**config.mk**
```make
export PLATFORM = sky130hd
export DESIGN_NAME = vote_tally_bcd
export DESIGN_NICKNAME = d
export VERILOG_FILES = /design/src/rtl/evm_pkg.sv /design/src/rtl/bcd_counter_4d.sv /design/src/rtl/vote_tally_bcd.sv
export SDC_FILE = /design/constraint.sdc
export NUM_CORES = 1
export LEC_CHECK = 0
export CAP_MARGIN = 20
export CORE_MARGIN = 2
export CORE_UTILIZATION = 50
export CTS_CLUSTER_SIZE = 12
export DETAILED_ROUTE_END_ITERATION = 10
export PLACE_DENSITY = 0.77
export SLEW_MARGIN = 20
export SYNTH_ARGS = -nofsm -noshare
export SYNTH_HDL_FRONTEND = slang
export SYNTH_SLANG_ARGS = --single-unit
```
**constraint.sdc**
```tcl
create_clock -name clk_100MHz -period 25.6 [get_ports clk_100MHz]
set_clock_uncertainty 0.1 [all_clocks]
set_input_delay 7.68 -clock clk_100MHz [delete_from_list [all_inputs] [get_ports clk_100MHz]]
set_output_delay 7.68 -clock clk_100MHz [all_outputs]
set_load 0.02 [all_outputs]
```
**src/rtl/evm_pkg.sv**
```systemverilog
// Shared types and constants for the electronic voting tally block.
//   NUM_CAND     : number of candidate buttons / per-candidate counters
//   bcd_digit_t  : one BCD digit (0-9 in 4 bits)
//   bcd4_t       : four BCD digits, [0] = ones ... [3] = thousands
//   BCD_MAX      : saturation value of a 4-digit counter (9999)
//   state_t      : ballot FSM states
package evm_pkg;

  localparam int NUM_CAND = 4;
  localparam int CAND_W   = $clog2(NUM_CAND);

  typedef logic [3:0]          bcd_digit_t;
  typedef bcd_digit_t [3:0]    bcd4_t;
  typedef logic [CAND_W-1:0]   cand_idx_t;

  localparam bcd4_t BCD_MAX = 16'h9999;

  typedef enum logic [1:0] {
    ST_IDLE,
    ST_ARMED,
    ST_CAST,
    ST_ACK
  } state_t;

  // Index of the set bit in a one-hot candidate vector (caller guarantees one-hot).
  function automatic cand_idx_t onehot_to_idx(input logic [NUM_CAND-1:0] v);
    cand_idx_t idx;
    idx = '0;
    for (int i = 0; i < NUM_CAND; i++) begin
      if (v[i]) idx = cand_idx_t'(i);
    end
    return idx;
  endfunction

endpackage

```
**src/rtl/bcd_counter_4d.sv**
```systemverilog
// Saturating 4-digit BCD counter.
//   clk_100MHz : system clock (rising edge)
//   reset      : asynchronous, active-high; clears the count to 0000
//   inc        : increment by one on the next rising edge
//   count      : current count, 0000-9999, holds at 9999
module bcd_counter_4d
  import evm_pkg::*;
(
  input  logic  clk_100MHz,
  input  logic  reset,
  input  logic  inc,
  output bcd4_t count
);

  bcd4_t count_q;
  bcd4_t count_d;
  logic  carry;

  // Ripple the carry from the ones digit upward; a digit at 9 wraps to 0 and
  // passes the carry on, any other digit absorbs it.
  always_comb begin
    // NOTE: every always_comb output gets a default first so no path leaves it
    // unassigned, which would otherwise infer a latch.
    count_d = count_q;
    carry   = inc && (count_q != BCD_MAX);
    for (int i = 0; i < 4; i++) begin
      if (carry) begin
        if (count_q[i] == 4'd9) begin
          count_d[i] = 4'd0;
        end else begin
          count_d[i] = count_q[i] + 4'd1;
          carry      = 1'b0;
        end
      end
    end
  end

  // NOTE: sequential state uses non-blocking assignment so every flop samples
  // pre-edge values regardless of process evaluation order.
  always_ff @(posedge clk_100MHz or posedge reset) begin
    if (reset) count_q <= '0;
    else       count_q <= count_d;
  end

  assign count = count_q;

endmodule

```
**src/rtl/vote_tally_bcd.sv**
```systemverilog
// Ballot-counting core: debounces the officer enable and candidate buttons,
// runs the IDLE/ARMED/CAST/ACK ballot FSM, keeps per-candidate and total
// saturating BCD counts and drives a registered 4-digit display.
//   clk_100MHz  : system clock, all state on its rising edge
//   reset       : asynchronous, active-high
//   btn_enable  : raw ballot-arm button
//   btn_cand    : raw candidate buttons, bit i = candidate i
//   sw_mode     : 0 = show total ballots, 1 = show candidate sw_sel
//   sw_sel      : candidate shown in results mode
//   ones..thousands : registered BCD display digits
//   ready       : high while a ballot is armed
//   vote_led    : high for ACK_CYCLES after an accepted vote
module vote_tally_bcd
  import evm_pkg::*;
#(
  parameter int DB_CYCLES  = 1_000_000,
  parameter int ACK_CYCLES = 50_000_000
) (
  input  logic                clk_100MHz,
  input  logic                reset,
  input  logic                btn_enable,
  input  logic [NUM_CAND-1:0] btn_cand,
  input  logic                sw_mode,
  input  logic [CAND_W-1:0]   sw_sel,
  output logic [3:0]          ones,
  output logic [3:0]          tens,
  output logic [3:0]          hundreds,
  output logic [3:0]          thousands,
  output logic                ready,
  output logic                vote_led
);

  localparam int NUM_BTN = NUM_CAND + 1;
  localparam int DB_W    = $clog2(DB_CYCLES + 1);
  localparam int ACK_W   = $clog2(ACK_CYCLES + 1);

  // Bit 0 is the enable button, bits 1..NUM_CAND are the candidates.
  logic [NUM_BTN-1:0] btn_raw;
  logic [NUM_BTN-1:0] btn_pulse;

  assign btn_raw = {btn_cand, btn_enable};

  // ---------------------------------------------------------------------------
  // Per-button synchronizer, debouncer and rising-edge pulse
  // ---------------------------------------------------------------------------
  for (genvar b = 0; b < NUM_BTN; b++) begin : g_btn
    logic            sync1_q, sync2_q;
    logic            db_q, db_d;
    logic            pulse_q, pulse_d;
    logic [DB_W-1:0] cnt_q, cnt_d;

    // The timer runs only while the synchronized level disagrees with the
    // debounced level; any agreement restarts it, so the level must differ
    // for DB_CYCLES consecutive cycles to be accepted.
    always_comb begin
      db_d  = db_q;
      cnt_d = '0;
      if (sync2_q != db_q) begin
        if (cnt_q == DB_W'(DB_CYCLES - 1)) db_d  = sync2_q;
        else                               cnt_d = cnt_q + DB_W'(1);
      end
      pulse_d = db_d & ~db_q;
    end

    always_ff @(posedge clk_100MHz or posedge reset) begin
      if (reset) begin
        sync1_q <= 1'b0;
        sync2_q <= 1'b0;
        db_q    <= 1'b0;
        cnt_q   <= '0;
        pulse_q <= 1'b0;
      end else begin
        sync1_q <= btn_raw[b];
        sync2_q <= sync1_q;
        db_q    <= db_d;
        cnt_q   <= cnt_d;
        pulse_q <= pulse_d;
      end
    end

    assign btn_pulse[b] = pulse_q;
  end

  logic                en_pulse;
  logic [NUM_CAND-1:0] cand_pulse;

  assign en_pulse   = btn_pulse[0];
  assign cand_pulse = btn_pulse[NUM_BTN-1:1];

  // ---------------------------------------------------------------------------
  // Ballot FSM
  // ---------------------------------------------------------------------------
  state_t              state_q, state_d;
  cand_idx_t           sel_q, sel_d;
  logic [ACK_W-1:0]    ack_cnt_q, ack_cnt_d;
  logic [NUM_CAND-1:0] cand_inc;
  logic                total_inc;

  always_comb begin
    state_d   = state_q;
    sel_d     = sel_q;
    ack_cnt_d = ack_cnt_q;
    cand_inc  = '0;
    total_inc = 1'b0;
    case (state_q)
      ST_IDLE: begin
        if (en_pulse && !sw_mode) state_d = ST_ARMED;
      end
      ST_ARMED: begin
        // Switching to results mode abandons the ballot. A candidate press
        // coinciding with an enable pulse, or a multi-button press, is ignored.
        if (sw_mode) begin
          state_d = ST_IDLE;
        end else if (!en_pulse && $onehot(cand_pulse)) begin
          sel_d   = onehot_to_idx(cand_pulse);
          state_d = ST_CAST;
        end
      end
      ST_CAST: begin
        cand_inc[sel_q] = 1'b1;
        total_inc       = 1'b1;
        ack_cnt_d       = '0;
        state_d         = ST_ACK;
      end
      ST_ACK: begin
        if (ack_cnt_q == ACK_W'(ACK_CYCLES - 1)) state_d   = ST_IDLE;
        else                                    ack_cnt_d = ack_cnt_q + ACK_W'(1);
      end
      default: state_d = ST_IDLE;
    endcase
  end

  always_ff @(posedge clk_100MHz or posedge reset) begin
    if (reset) begin
      state_q   <= ST_IDLE;
      sel_q     <= '0;
      ack_cnt_q <= '0;
    end else begin
      state_q   <= state_d;
      sel_q     <= sel_d;
      ack_cnt_q <= ack_cnt_d;
    end
  end

  assign ready    = (state_q == ST_ARMED);
  assign vote_led = (state_q == ST_ACK);

  // ---------------------------------------------------------------------------
  // Counters
  // ---------------------------------------------------------------------------
  bcd4_t cand_count [NUM_CAND];
  bcd4_t total_count;

  for (genvar c = 0; c < NUM_CAND; c++) begin : g_cand
    bcd_counter_4d u_cnt (
      .clk_100MHz (clk_100MHz),
      .reset      (reset),
      .inc        (cand_inc[c]),
      .count      (cand_count[c])
    );
  end

  bcd_counter_4d u_cnt_total (
    .clk_100MHz (clk_100MHz),
    .reset      (reset),
    .inc        (total_inc),
    .count      (total_count)
  );

  // ---------------------------------------------------------------------------
  // Registered display mux
  // ---------------------------------------------------------------------------
  bcd4_t disp_q, disp_d;

  always_comb begin
    disp_d = sw_mode ? cand_count[sw_sel] : total_count;
  end

  always_ff @(posedge clk_100MHz or posedge reset) begin
    if (reset) disp_q <= '0;
    else       disp_q <= disp_d;
  end

  assign ones      = disp_q[0];
  assign tens      = disp_q[1];
  assign hundreds  = disp_q[2];
  assign thousands = disp_q[3];

endmodule

```
==> results.txt <==
The flow ran to the end, and the final reports show no timing, DRC or antenna violations. The all-layer global routing usage came out at a little under a fifth. IR analysis of the VDD net gives a maximum drop of between 0.00004 and 0.00005 V.

The max capacitance violation total is 0. The longest clock path from root to sink contains 3 buffers. After synthesis, the cell types taking the most area are sky130_fd_sc_hd__dfrtp_1 (51%), sky130_fd_sc_hd__xnor2_1 (5.0%), sky130_fd_sc_hd__xor2_1 (5.0%). The hold violation count in the final report is 0.

The post-synthesis to final-layout area growth is 12.0%. The worst setup path is captured at an output port. For the worst setup path, the data arrival time is 2.59 ns. The overall via count from detail_route came out at around 8.6k. At the end of routability-driven placement, the weighted congestion stood at 0.856.

The sequential cell area fraction in the yosys report is slightly above 50%. In this run the clock root is driven by a sky130_fd_sc_hd__clkbuf_16. The dominant synthesized flop cell is sky130_fd_sc_hd__dfrtp_1. The setup-violating endpoint count in the final report is 0. In this run the worst path has a maximum fanout of 17. The TritonCTS clock tree is done. The critical path is of the register to output port type. Dividing the detail-routed via count by the number of cells gives approximately 5.6. The largest net degree at the start of global routing is roughly 130. The floorplan die area came out at 25300 um^2.

The core region is approximately 24000 um^2. For this run, the top clock speed supported by timing is between 90 and 100 MHz. In this run the cell area of the synthesized design comes to between 10000 and 15000 um^2. The total power of the final layout is about 0.79 mW. At the pin with the least slew margin, the transition time is 1.07 ns.

The clock transition at the registers of the reported paths is around 0.060 ns. The layout net count is around 1.2k. Hold is met by 0.247 ns. At the worst endpoint, the required time is 17.82 ns. The minimum setup slack in the final design is about 15 ns. The sequential cell area in the final layout came out at a little over 6000 um^2. The later-pin clock latency in the skew report came out at 0.54 ns. The cell count after synthesis is roughly 1.2k. The final instance count without filler cells is about 1.5k. The height of the die came out at 159 um. The post-synthesis register bit count came out at approximately 250. Post-CTS repair changed the size of 0 cells. After the first detailed-routing iteration, the DRC count stood at 674. The cell area power density came out at 58.4 nW/um^2. The post-CTS repair timing setup buffer count came out at 0. After synthesis, the mean cell area works out to between 10 and 15 um^2. The quantity of hold-fixing buffers added after cts came out at 0. The number of clock buffers added by TritonCTS is 27. The time the final worst path needs with I/O delays and setup came out at about 10 ns.

The relative slew slack is between 20 and 30%. The post-route cell area is around 13000 um^2. The setup slack of the most critical reg-to-reg path is 22.88 ns. The sum of net half-perimeters after detailed placement is roughly 16000 um. Counting tap cells, the placed design contains a total of ~1.5k instances. 0 antenna diodes ended up in the layout. The instance area after placement is 12600 um^2.

The summed negative setup slack over all endpoints came out at 0 ns. The count of buffers inserted at the top-level ports came out at 27. The number of max-slew violations in the final report came to 0.

The filler cell count came out at about 2.0k. The remaining number of nets flagged by the antenna check after routing came out at 0. The number of global-route vias before repair came out at about 8.4k. The initial utilization of the core area, before any placement, comes to 51.1%. The detailed-router iteration count before antenna repair is 6. The average wire per cell in the routed design is approximately 15 um. The final clock period utilization by the worst path is around two fifths. The tightest min-delay check is of the register to register type.

Of all flip-flops after synthesis, the portion carrying an async set or reset was 100%. After global routing the overflow that remains totals 0. Setup repair after global routing left no endpoint under its margin. The total wire length is about 23000 um. The utilization after layout is 57.2%. The synthesized design spends more area on one cell type than any other, namely sky130_fd_sc_hd__dfrtp_1. The count of unique library cells instantiated by Yosys came out at 69. The post-synthesis net count came out at roughly 1.2k.

Row generation in the floorplan step produced 56 rows. Summed over all cells, the static leakage comes to about 5.8 nW. Counting flops with a built-in enable in the synthesized netlist gives 0. The number of levels the H-tree was split into came out at 1. STA classifies the critical path startpoint as a register. The detailed-route DRC error count came out at 0. The Yosys warning count is 0. The layout cell share with drive strength beyond 1 is under 10%.

The number of antenna violations at the first check in global routing is 0. For this design, the sink count on the clock tree is around 250. The I/O pin count is 28. The die outline width came out at 159 um.

The post-placement setup slack came out at 15.08 ns. Summing all multi-input logic gate instances after layout gives around 5600 um^2. The most common cell in the netlist is sky130_fd_sc_hd__dfrtp_1.

The first global-routing pass estimated about 40000 um of wire. Counting instances in the post-synthesis netlist gives the leading cell types as sky130_fd_sc_hd__dfrtp_1 (246), sky130_fd_sc_hd__nor2_1 (153), sky130_fd_sc_hd__nand2_1 (97). Of the post-synthesis cell area, the dominant cell type holds 51.2%.
==> area by class of cell <==
cell class / count / area share [%]
repair buffers: 30 / 2.18
clock inverters: 6 / 0.707
multi-input cells: 846 / 41.5
inverters: 47 / 1.37
flip-flops and latches: 246 / 45.7
clock buffers: 34 / 5.51
well taps: 319 / 2.97
==> flip-flops by register name, summed over array words and instances (netlist names), named ones only <==
signal and flops:
u_cnt_total.count 16, g_btn.cnt_q 100, ones 4, en_pulse 1, tens 4, hundreds 4, state_q 1, sel_q 2
g_btn.sync1_q 5, thousands 4, g_btn.sync2_q 5, g_cand.u_cnt.count 64, g_btn.db_q 5, ack_cnt_q 26, g_btn.pulse_q 4
==> critical path, stage by stage (launching register included) <==
cell and delay, ns:
sky130_fd_sc_hd__dfrtp_1 0.63, sky130_fd_sc_hd__nand2_1 0.47, sky130_fd_sc_hd__inv_1 0.30, sky130_fd_sc_hd__clkdlybuf4s50_1 0.64
==> final timing paths <==
path / from / endpoint / depth (start not counted)
setup / recovery: state_q[0]$_DFFE_PP0P_ / vote_led / 3
hold / removal: g_btn[2].sync1_q$_DFF_PP0_ / g_btn[2].sync2_q$_DFF_PP0_ / 0
setup reg to reg: register / u_cnt_total.count[13]$_DFFE_PP0P_ / 4
hold reg to reg: g_btn[2].sync1_q$_DFF_PP0_ / g_btn[2].sync2_q$_DFF_PP0_ / 0
max in group asynchronous: reset / g_cand[2].u_cnt.count[11]$_DFFE_PP0P_ / 4
min in group asynchronous: reset / g_btn[3].cnt_q[16]$_DFF_PP0_ / 2
==> per-layer routing <==
metal	vias to the layer above	track usage, %	part of all wire (%)
met5	-	0	0
met4	0	5.62	2.6
met3	47	2.27	4.2
met2	178	30.1	46
met1	4183	26.0	47
li1	4155	-	-
==> layout by cell type (no fill, tap or decap), drive strengths merged, types with 24 or more instances in the layout <==
cell | Yosys | routed
nor4 | 24 | 24
nor2 | 154 | 154
xor2 | 68 | 68
nand2 | 100 | 100
nor3 | 24 | 24
xnor2 | 68 | 68
nand4 | 34 | 34
o21ai | 24 | 24
clkdlybuf4s50 | 0 | 27
nand3 | 82 | 82
a21oi | 37 | 37
and3 | 28 | 28
inv | 46 | 47
mux2 | 33 | 33
clkbuf | 16 | 34
dfrtp | 246 | 246
==> cells by family (layout without fill, tap and decap cells) <==
group | Yosys count | in the layout | share of synthesized area [%]
muxes | 54 | 54 | 6.57
and+or+nand+nor | 533 | 533 | 22.9
DFF | 246 | 246 | 51.2
buffers and inverters | 70 | 117 | 2.29
adders and majority gates | 9 | 9 | 0.999
xor gates and xnor gates | 136 | 136 | 9.91
AOI/OAI and AO/OA | 114 | 114 | 6.08
==> where the power goes <==
part,switching (mW),internal [mW],total [mW]
sequential,0.00344,0.392,0.396
clock,0.148,0.222,0.371
combinational,0.0138,0.00578,0.0196
total,0.166,0.620,0.786
Note: power is estimated with default switching activity, not from simulation.
